--- src/rtl/writeback_regfile_if.sv ---
// writeback_regfile_if: retiring-op handshake and load-response bus from the memory stage.
interface writeback_regfile_if #(parameter int BUS_DATA_WIDTH = 64);
  logic in_valid;
  logic in_ready;
  logic in_regWrite;
  logic in_memOrReg;
  logic [4:0] in_destRegister;
  logic [BUS_DATA_WIDTH-1:0] in_aluResult;
  logic [2:0] in_loadType;
  logic [2:0] in_addrOffset;
  logic mem_rsp_valid;
  logic [BUS_DATA_WIDTH-1:0] mem_rsp_data;
  modport master (
    output in_valid, in_regWrite, in_memOrReg, in_destRegister, in_aluResult,
    output in_loadType, in_addrOffset, mem_rsp_valid, mem_rsp_data,
    input in_ready
  );
  modport slave (
    input in_valid, in_regWrite, in_memOrReg, in_destRegister, in_aluResult,
    input in_loadType, in_addrOffset, mem_rsp_valid, mem_rsp_data,
    output in_ready
  );
endinterface

--- src/rtl/writeback_regfile.sv ---
// writeback_regfile: write-back stage owning the 32x64 register file, load narrowing and retire counter.
module writeback_regfile #(parameter int BUS_DATA_WIDTH = 64) (
  input  logic clk,
  input  logic reset_n,
  writeback_regfile_if.slave wb,
  input  logic [4:0] rs1_addr,
  input  logic [4:0] rs2_addr,
  output logic [BUS_DATA_WIDTH-1:0] rs1_data,
  output logic [BUS_DATA_WIDTH-1:0] rs2_data,
  output logic out_stall,
  output logic out_misaligned,
  output logic out_spurious,
  output logic [63:0] out_retired
);
  typedef enum logic {IDLE, WAIT_MEM} state_t;
  state_t state, nextState;
  logic accept, rspHit, aluCommit, misaligned, wrEn, retire;
  logic isB, isH, isW, isSigned;
  logic pendWrite;
  logic [4:0] pendRd, wrAddr;
  logic [2:0] pendType, pendOff;
  logic [BUS_DATA_WIDTH-1:0] shifted, loadVal, wrData;
  logic [BUS_DATA_WIDTH-1:0] regs [32];
  always_ff @(posedge clk or negedge reset_n)
    if (!reset_n) state <= IDLE;
    else state <= nextState;
  always_comb
    nextState = (state == IDLE) ? ((accept & wb.in_memOrReg) ? WAIT_MEM : IDLE)
                                : (wb.mem_rsp_valid ? IDLE : WAIT_MEM);
  always_comb begin
    wb.in_ready = (state == IDLE);
    out_stall = (state == WAIT_MEM);
    accept = wb.in_valid & (state == IDLE);
  end
  // Load narrowing works off the latched type/offset; 111 falls through to the full-width path.
  always_comb begin
    shifted = wb.mem_rsp_data >> {pendOff, 3'b000};
    isB = (pendType == 3'd1) || (pendType == 3'd4);
    isH = (pendType == 3'd2) || (pendType == 3'd5);
    isW = (pendType == 3'd3) || (pendType == 3'd6);
    isSigned = ~pendType[2];
    loadVal = isB ? {{56{isSigned & shifted[7]}}, shifted[7:0]}
            : isH ? {{48{isSigned & shifted[15]}}, shifted[15:0]}
            : isW ? {{32{isSigned & shifted[31]}}, shifted[31:0]}
            : shifted;
    misaligned = (isH & pendOff[0]) | (isW & |pendOff[1:0]) | (~isB & ~isH & ~isW & |pendOff);
    rspHit = (state == WAIT_MEM) & wb.mem_rsp_valid;
    aluCommit = accept & ~wb.in_memOrReg;
    wrAddr = aluCommit ? wb.in_destRegister : pendRd;
    wrData = aluCommit ? wb.in_aluResult : loadVal;
    wrEn = (aluCommit ? wb.in_regWrite : (rspHit & ~misaligned & pendWrite)) & |wrAddr;
    retire = aluCommit | (rspHit & ~misaligned);
    rs1_data = ~|rs1_addr ? '0 : (wrEn && wrAddr == rs1_addr) ? wrData : regs[rs1_addr];
    rs2_data = ~|rs2_addr ? '0 : (wrEn && wrAddr == rs2_addr) ? wrData : regs[rs2_addr];
  end
  always_ff @(posedge clk or negedge reset_n)
    if (!reset_n) begin
      for (int i = 0; i < 32; i++) regs[i] <= '0;
      pendRd <= '0;
      pendWrite <= 1'b0;
      pendType <= '0;
      pendOff <= '0;
      out_misaligned <= 1'b0;
      out_spurious <= 1'b0;
      out_retired <= '0;
    end else begin
      if (wrEn) regs[wrAddr] <= wrData;
      if (accept & wb.in_memOrReg) begin
        pendRd <= wb.in_destRegister;
        pendWrite <= wb.in_regWrite;
        pendType <= wb.in_loadType;
        pendOff <= wb.in_addrOffset;
      end
      out_misaligned <= rspHit & misaligned;
      out_spurious <= (state == IDLE) & wb.mem_rsp_valid;
      if (retire) out_retired <= out_retired + 64'd1;
    end
endmodule

--- src/flat_wrapper.sv ---
// flat-port wrapper written by rule: the top's interface ports become plain ports
module writeback_regfile_flat 
#(parameter int BUS_DATA_WIDTH = 64)
  (clk, reset_n, rs1_addr, rs2_addr, rs1_data, rs2_data, out_stall, out_misaligned, out_spurious, out_retired, wb_in_valid, wb_in_regWrite, wb_in_memOrReg, wb_in_destRegister, wb_in_aluResult, wb_in_loadType, wb_in_addrOffset, wb_mem_rsp_valid, wb_mem_rsp_data, wb_in_ready);
  writeback_regfile_if #(.BUS_DATA_WIDTH(BUS_DATA_WIDTH)) wb_i ();
  input  logic clk;
  input  logic reset_n;
  input  logic [4:0] rs1_addr;
  input  logic [4:0] rs2_addr;
  output logic [BUS_DATA_WIDTH-1:0] rs1_data;
  output logic [BUS_DATA_WIDTH-1:0] rs2_data;
  output logic out_stall;
  output logic out_misaligned;
  output logic out_spurious;
  output logic [63:0] out_retired;
  input wire logic [$bits(wb_i.in_valid)-1:0] wb_in_valid;
  input wire logic [$bits(wb_i.in_regWrite)-1:0] wb_in_regWrite;
  input wire logic [$bits(wb_i.in_memOrReg)-1:0] wb_in_memOrReg;
  input wire logic [$bits(wb_i.in_destRegister)-1:0] wb_in_destRegister;
  input wire logic [$bits(wb_i.in_aluResult)-1:0] wb_in_aluResult;
  input wire logic [$bits(wb_i.in_loadType)-1:0] wb_in_loadType;
  input wire logic [$bits(wb_i.in_addrOffset)-1:0] wb_in_addrOffset;
  input wire logic [$bits(wb_i.mem_rsp_valid)-1:0] wb_mem_rsp_valid;
  input wire logic [$bits(wb_i.mem_rsp_data)-1:0] wb_mem_rsp_data;
  output wire logic [$bits(wb_i.in_ready)-1:0] wb_in_ready;
  assign wb_i.in_valid = wb_in_valid;
  assign wb_i.in_regWrite = wb_in_regWrite;
  assign wb_i.in_memOrReg = wb_in_memOrReg;
  assign wb_i.in_destRegister = wb_in_destRegister;
  assign wb_i.in_aluResult = wb_in_aluResult;
  assign wb_i.in_loadType = wb_in_loadType;
  assign wb_i.in_addrOffset = wb_in_addrOffset;
  assign wb_i.mem_rsp_valid = wb_mem_rsp_valid;
  assign wb_i.mem_rsp_data = wb_mem_rsp_data;
  assign wb_in_ready = wb_i.in_ready;
  writeback_regfile #(.BUS_DATA_WIDTH(BUS_DATA_WIDTH)) u_core (.clk(clk), .reset_n(reset_n), .wb(wb_i), .rs1_addr(rs1_addr), .rs2_addr(rs2_addr), .rs1_data(rs1_data), .rs2_data(rs2_data), .out_stall(out_stall), .out_misaligned(out_misaligned), .out_spurious(out_spurious), .out_retired(out_retired));
endmodule
--- config.mk ---
export PLATFORM = sky130hd
export DESIGN_NAME = writeback_regfile_flat
export DESIGN_NICKNAME = d
export VERILOG_FILES = /design/src/rtl/writeback_regfile_if.sv /design/src/rtl/writeback_regfile.sv /design/src/flat_wrapper.sv
export SDC_FILE = /design/constraint.sdc
export NUM_CORES = 2
export LEC_CHECK = 0
export ABC_CLOCK_PERIOD_IN_PS = 7200
export CAP_MARGIN = 20
export CELL_PAD_IN_SITES_DETAIL_PLACEMENT = 0
export CELL_PAD_IN_SITES_GLOBAL_PLACEMENT = 1
export CORE_MARGIN = 2
export CORE_UTILIZATION = 25
export CTS_CLUSTER_SIZE = 8
export DETAILED_ROUTE_END_ITERATION = 16
export PLACE_DENSITY_LB_ADDON = 0.25
export SKIP_LAST_GASP = 1
export SYNTH_ARGS = -nofsm -noshare
export SYNTH_HDL_FRONTEND = slang
export SYNTH_SLANG_ARGS = --single-unit
--- constraint.sdc ---
create_clock -name clk -period 7.2 [get_ports clk]
set_clock_uncertainty 0.15 [all_clocks]
set_input_delay 1.44 -clock clk [delete_from_list [all_inputs] [get_ports clk]]
set_output_delay 1.44 -clock clk [all_outputs]
set_load 0.03 [all_outputs]
==> impl_metrics.yaml <==
outcome:
  outcome: "complete, no violations"
timing:
  min_period_over_period: 0.961
  hold_violations: 0
  setup_viol: 0
  setup_tns_ns: 0
  fmaxAchievable_mhz: 145
  finalCriticalPeriod_ns: 6.92
  maxSlewViolCount: 0
  slew_headroom: 0.192
  grt_setup_unrepaired: "false"
  tightest_slew_ns: 1.21
  worst_slack_ns: 0.282
clock_network:
  cts_hold_buf: 0
  post_cts_buffers: 3
  cts_max_level: 5
  clk-insertion-delay-late_ns: 0.93
  cts_tree: "built"
  clk_pin_slew_ns: 0.05
  cts.repair.resized: 0
  cts-root-buf: "clkbuf_16"
  cts_buffer_depth: 4
  cts_buffers: 307
  cts_sinks: 2127
place:
  placed_area_sq_um: 126000
  portBuffers: 350
  dpl_worst_slack_ns: 0.0377
  placed_cells: 16909
  dp_hpwl_mm: 324
  routabilityCongestion: 0.831
global_route:
  grt_pass1_wl_mm: 735
  grt_use_total: 0.221
  grt_overflow_total: 0
  grt_pass1_vias: 91809
  antenna_found_initial: 39
  grt_max_degree: 173
detailed_routing:
  viasPerCell: 5.32
  drc: 0
  ant_nets: 0
  dr_total_vias: 91996
  wl_mm: 526
  routedWlPerCell_um: 30.4
  drt_iter0_markers: 8052
  drt_pre_antenna_iters: 8
setup_path:
  crit_path_max_fanout: 14
  ff2ff_setup_slack_ns: 2.41
  rr_endpoint: "u_core.regs[355]"
  cpLargestDelayFamily: "buffers and inverters"
  slowest_stage: "a211oi_1"
  cpPeakStageDelay_ns: 0.78
  critPathKind: "primary input to output pin"
  crit_arrival_ns: 5.33
  reg2reg_from: "u_core.pendOff[0]"
  crit_buf_inv: 6
  critical_path_cell_count: 11
  start_kind: "primary input"
  cp-end-kind: "output pin"
  path_cells: "clkdlybuf4s50_1, or3b_4, nor4_1, a211oi_4, buf_12, buf_4, and2_4, buf_4, a211oi_1, buf_4, buf_4"
  rr_worst_depth: 8
  cp.required_ns: 5.61
  crit_path_frequent_cell: "buf_4"
final_layout:
  fin_area_sq_um: 134000
  finalCoreUtilization: 0.294
  layout_commonest_cell: "nand2_1"
  fillerInstances: 47164
  area_growth_pct: 17.1
  final_cells: 17289
  final_cell_mix: "nand2_1, dfrtp_1, o21ai_0, mux2i_1, mux4_2"
  drive_gt1_frac: 0.157
  layout.nets: 11381
yosys:
  synth.net_count: 11480
  ys_seq_area_frac: 0.465
  synth-warning-count: 0
  synth_cell_types: 67
  ys_ff_latch: 2127
  async_flop_share: 1.00
  synth_edf_count: 0
  synthCells: 11324
  avgSynthCellArea_sq_um: 10.1
  synth_area_sq_um: 114000
  synth_flop_cell: "dfrtp_1"
floorplanning:
  io_pins: 351
  die_h_um: 681
  die_area_sq_um: 463000
  row_count: 248
  initial_core_util: 0.251
  dieWidth_um: 681
  core_area_sq_um: 456000
power:
  pwr-share-clk: 0.318
  switching_share: 0.358
  seqPwrFrac: 0.400
  internal_power_w: 0.0269
  power_leakage_nw: 57.3
  ir_worst_vdd_v: 0.000163
  p_comb_frac: 0.282
  power.switching_w: 0.0150
  p_per_area_nw_per_um2: 313
flow_run:
  maxCapViolations: 0
min_path:
  worstHoldEndpoint: "u_core.regs[2004]"
  min_path_type: "register to register"
  min_from: "u_core.regs[2004]"
  hold_path_depth: 0
through the flow:
stage          total power (W)  hold WS, ns
3_3_place_gp            0.0283        0.234
3_5_place_dp            0.0287        0.238
4_1_cts                 0.0423        0.248
5_1_grt                 0.0442        0.254
2_1_floorplan           0.0237        0.299
6_report                0.0420        0.246
worst max-delay path by stage:
stage / start / to / slack, ns
after global placement: wb_in_valid / rs1_data[63] / -0.02
after global routing: wb_in_valid / rs2_data[17] / 0.30
after detailed placement: wb_in_valid / rs1_data[63] / 0.04
final: wb_in_valid / rs1_data[63] / 0.28
after floorplan: wb_in_memOrReg / rs1_data[4] / 1.75
after CTS: u_core.pendOff[0] / rs2_data[21] / 0.13
power by group through the flow:
stage               Sequential (W)  Clock (W)  Combinational (W)
floorplan                   0.0163          0            0.00738
CTS                         0.0167     0.0137             0.0118
finish                      0.0168     0.0133             0.0118
detailed placement          0.0169          0             0.0118
global route                0.0171     0.0142             0.0129
global placement            0.0167          0             0.0116
flip-flops by register name (all words and copies together) (netlist names):
register               cells
u_core.regs             2048
u_core.pendType            3
u_core.out_spurious        1
u_core.pendWrite           1
u_core.out_retired        64
u_core.pendOff             3
u_core.out_stall           1
u_core.out_misaligned      1
u_core.pendRd              5
synthesized netlist by cell type (all sizes together) (2+ instances only):
library cell / n / area, sq um
inv: 129 / 484
xnor2: 51 / 447
nand3b: 4 / 30.0
o31ai: 2 / 15.0
mux4: 514 / 11600
or4: 3 / 22.5
nand2b: 20 / 125
nor3b: 3 / 22.5
nand4: 129 / 807
a21o: 2 / 15.0
o21ai: 1820 / 9260
and3: 19 / 129
nor4: 8 / 68.8
o2111ai: 8 / 70.1
o21a: 8 / 60.1
or2: 10 / 62.6
a221oi: 15 / 131
a211oi: 188 / 1690
nand3: 268 / 1350
a31o: 4 / 35.0
nor3: 32 / 245
xor2: 20 / 175
nor2: 132 / 495
a22oi: 417 / 3130
buf: 437 / 2400
nand2: 2195 / 8240
or3: 2 / 12.5
and4: 9 / 78.8
mux2i: 1256 / 12600
mux2: 104 / 1170
o221ai: 33 / 289
and2: 13 / 81.3
nor2b: 17 / 106
dfrtp: 2127 / 53200
or3b: 2 / 17.5
a31oi: 2 / 12.5
o211ai: 27 / 203
a21oi: 453 / 2270
o22ai: 32 / 200
clkbuf: 797 / 2990
routing by layer:
layer / GRT usage / vias to the layer above / share of wire
met5: 0 / - / 0.00011
met4: 0.0873 / 8 / 0.042
met3: 0.0375 / 800 / 0.063
met2: 0.351 / 3398 / 0.46
met1: 0.301 / 47523 / 0.44
li1: - / 40267 / -
worst reg2reg max path: cells and delay by family (launching register included):
family                 cells  cell delay [ns]
buffers and inverters      3             1.93
AND/OR/NAND/NOR            3             1.28
flip-flops                 1             0.84
AO/OA/AOI/OAI              2             0.40
cell type report:
type	instances	area (sq um)	area share
clock buffers	337	8060	0.0601
inverters	129	484	0.00361
repair buffers	826	8420	0.0628
flip-flops and latches	2127	53200	0.397
multi-input cells	7834	56100	0.419
clock inverters	17	164	0.00122
diodes	19	47.5	0.000355
well taps	6000	7510	0.0560
kinds of logic (layout without fill, tap and decap cells):
group           count (synthesis)  in the layout  synth area share
compound gates               3018           3018             0.152
simple gates                 2870           2870             0.104
flops                        2127           2127             0.465
mux                          1874           1874             0.221
buf+inv                      1363           1309            0.0514
xor+xnor                       71             71           0.00543
fa+ha+maj                       1              1          0.000109
other cells                     0             19                 0
Power figures use the tool's default switching activity.
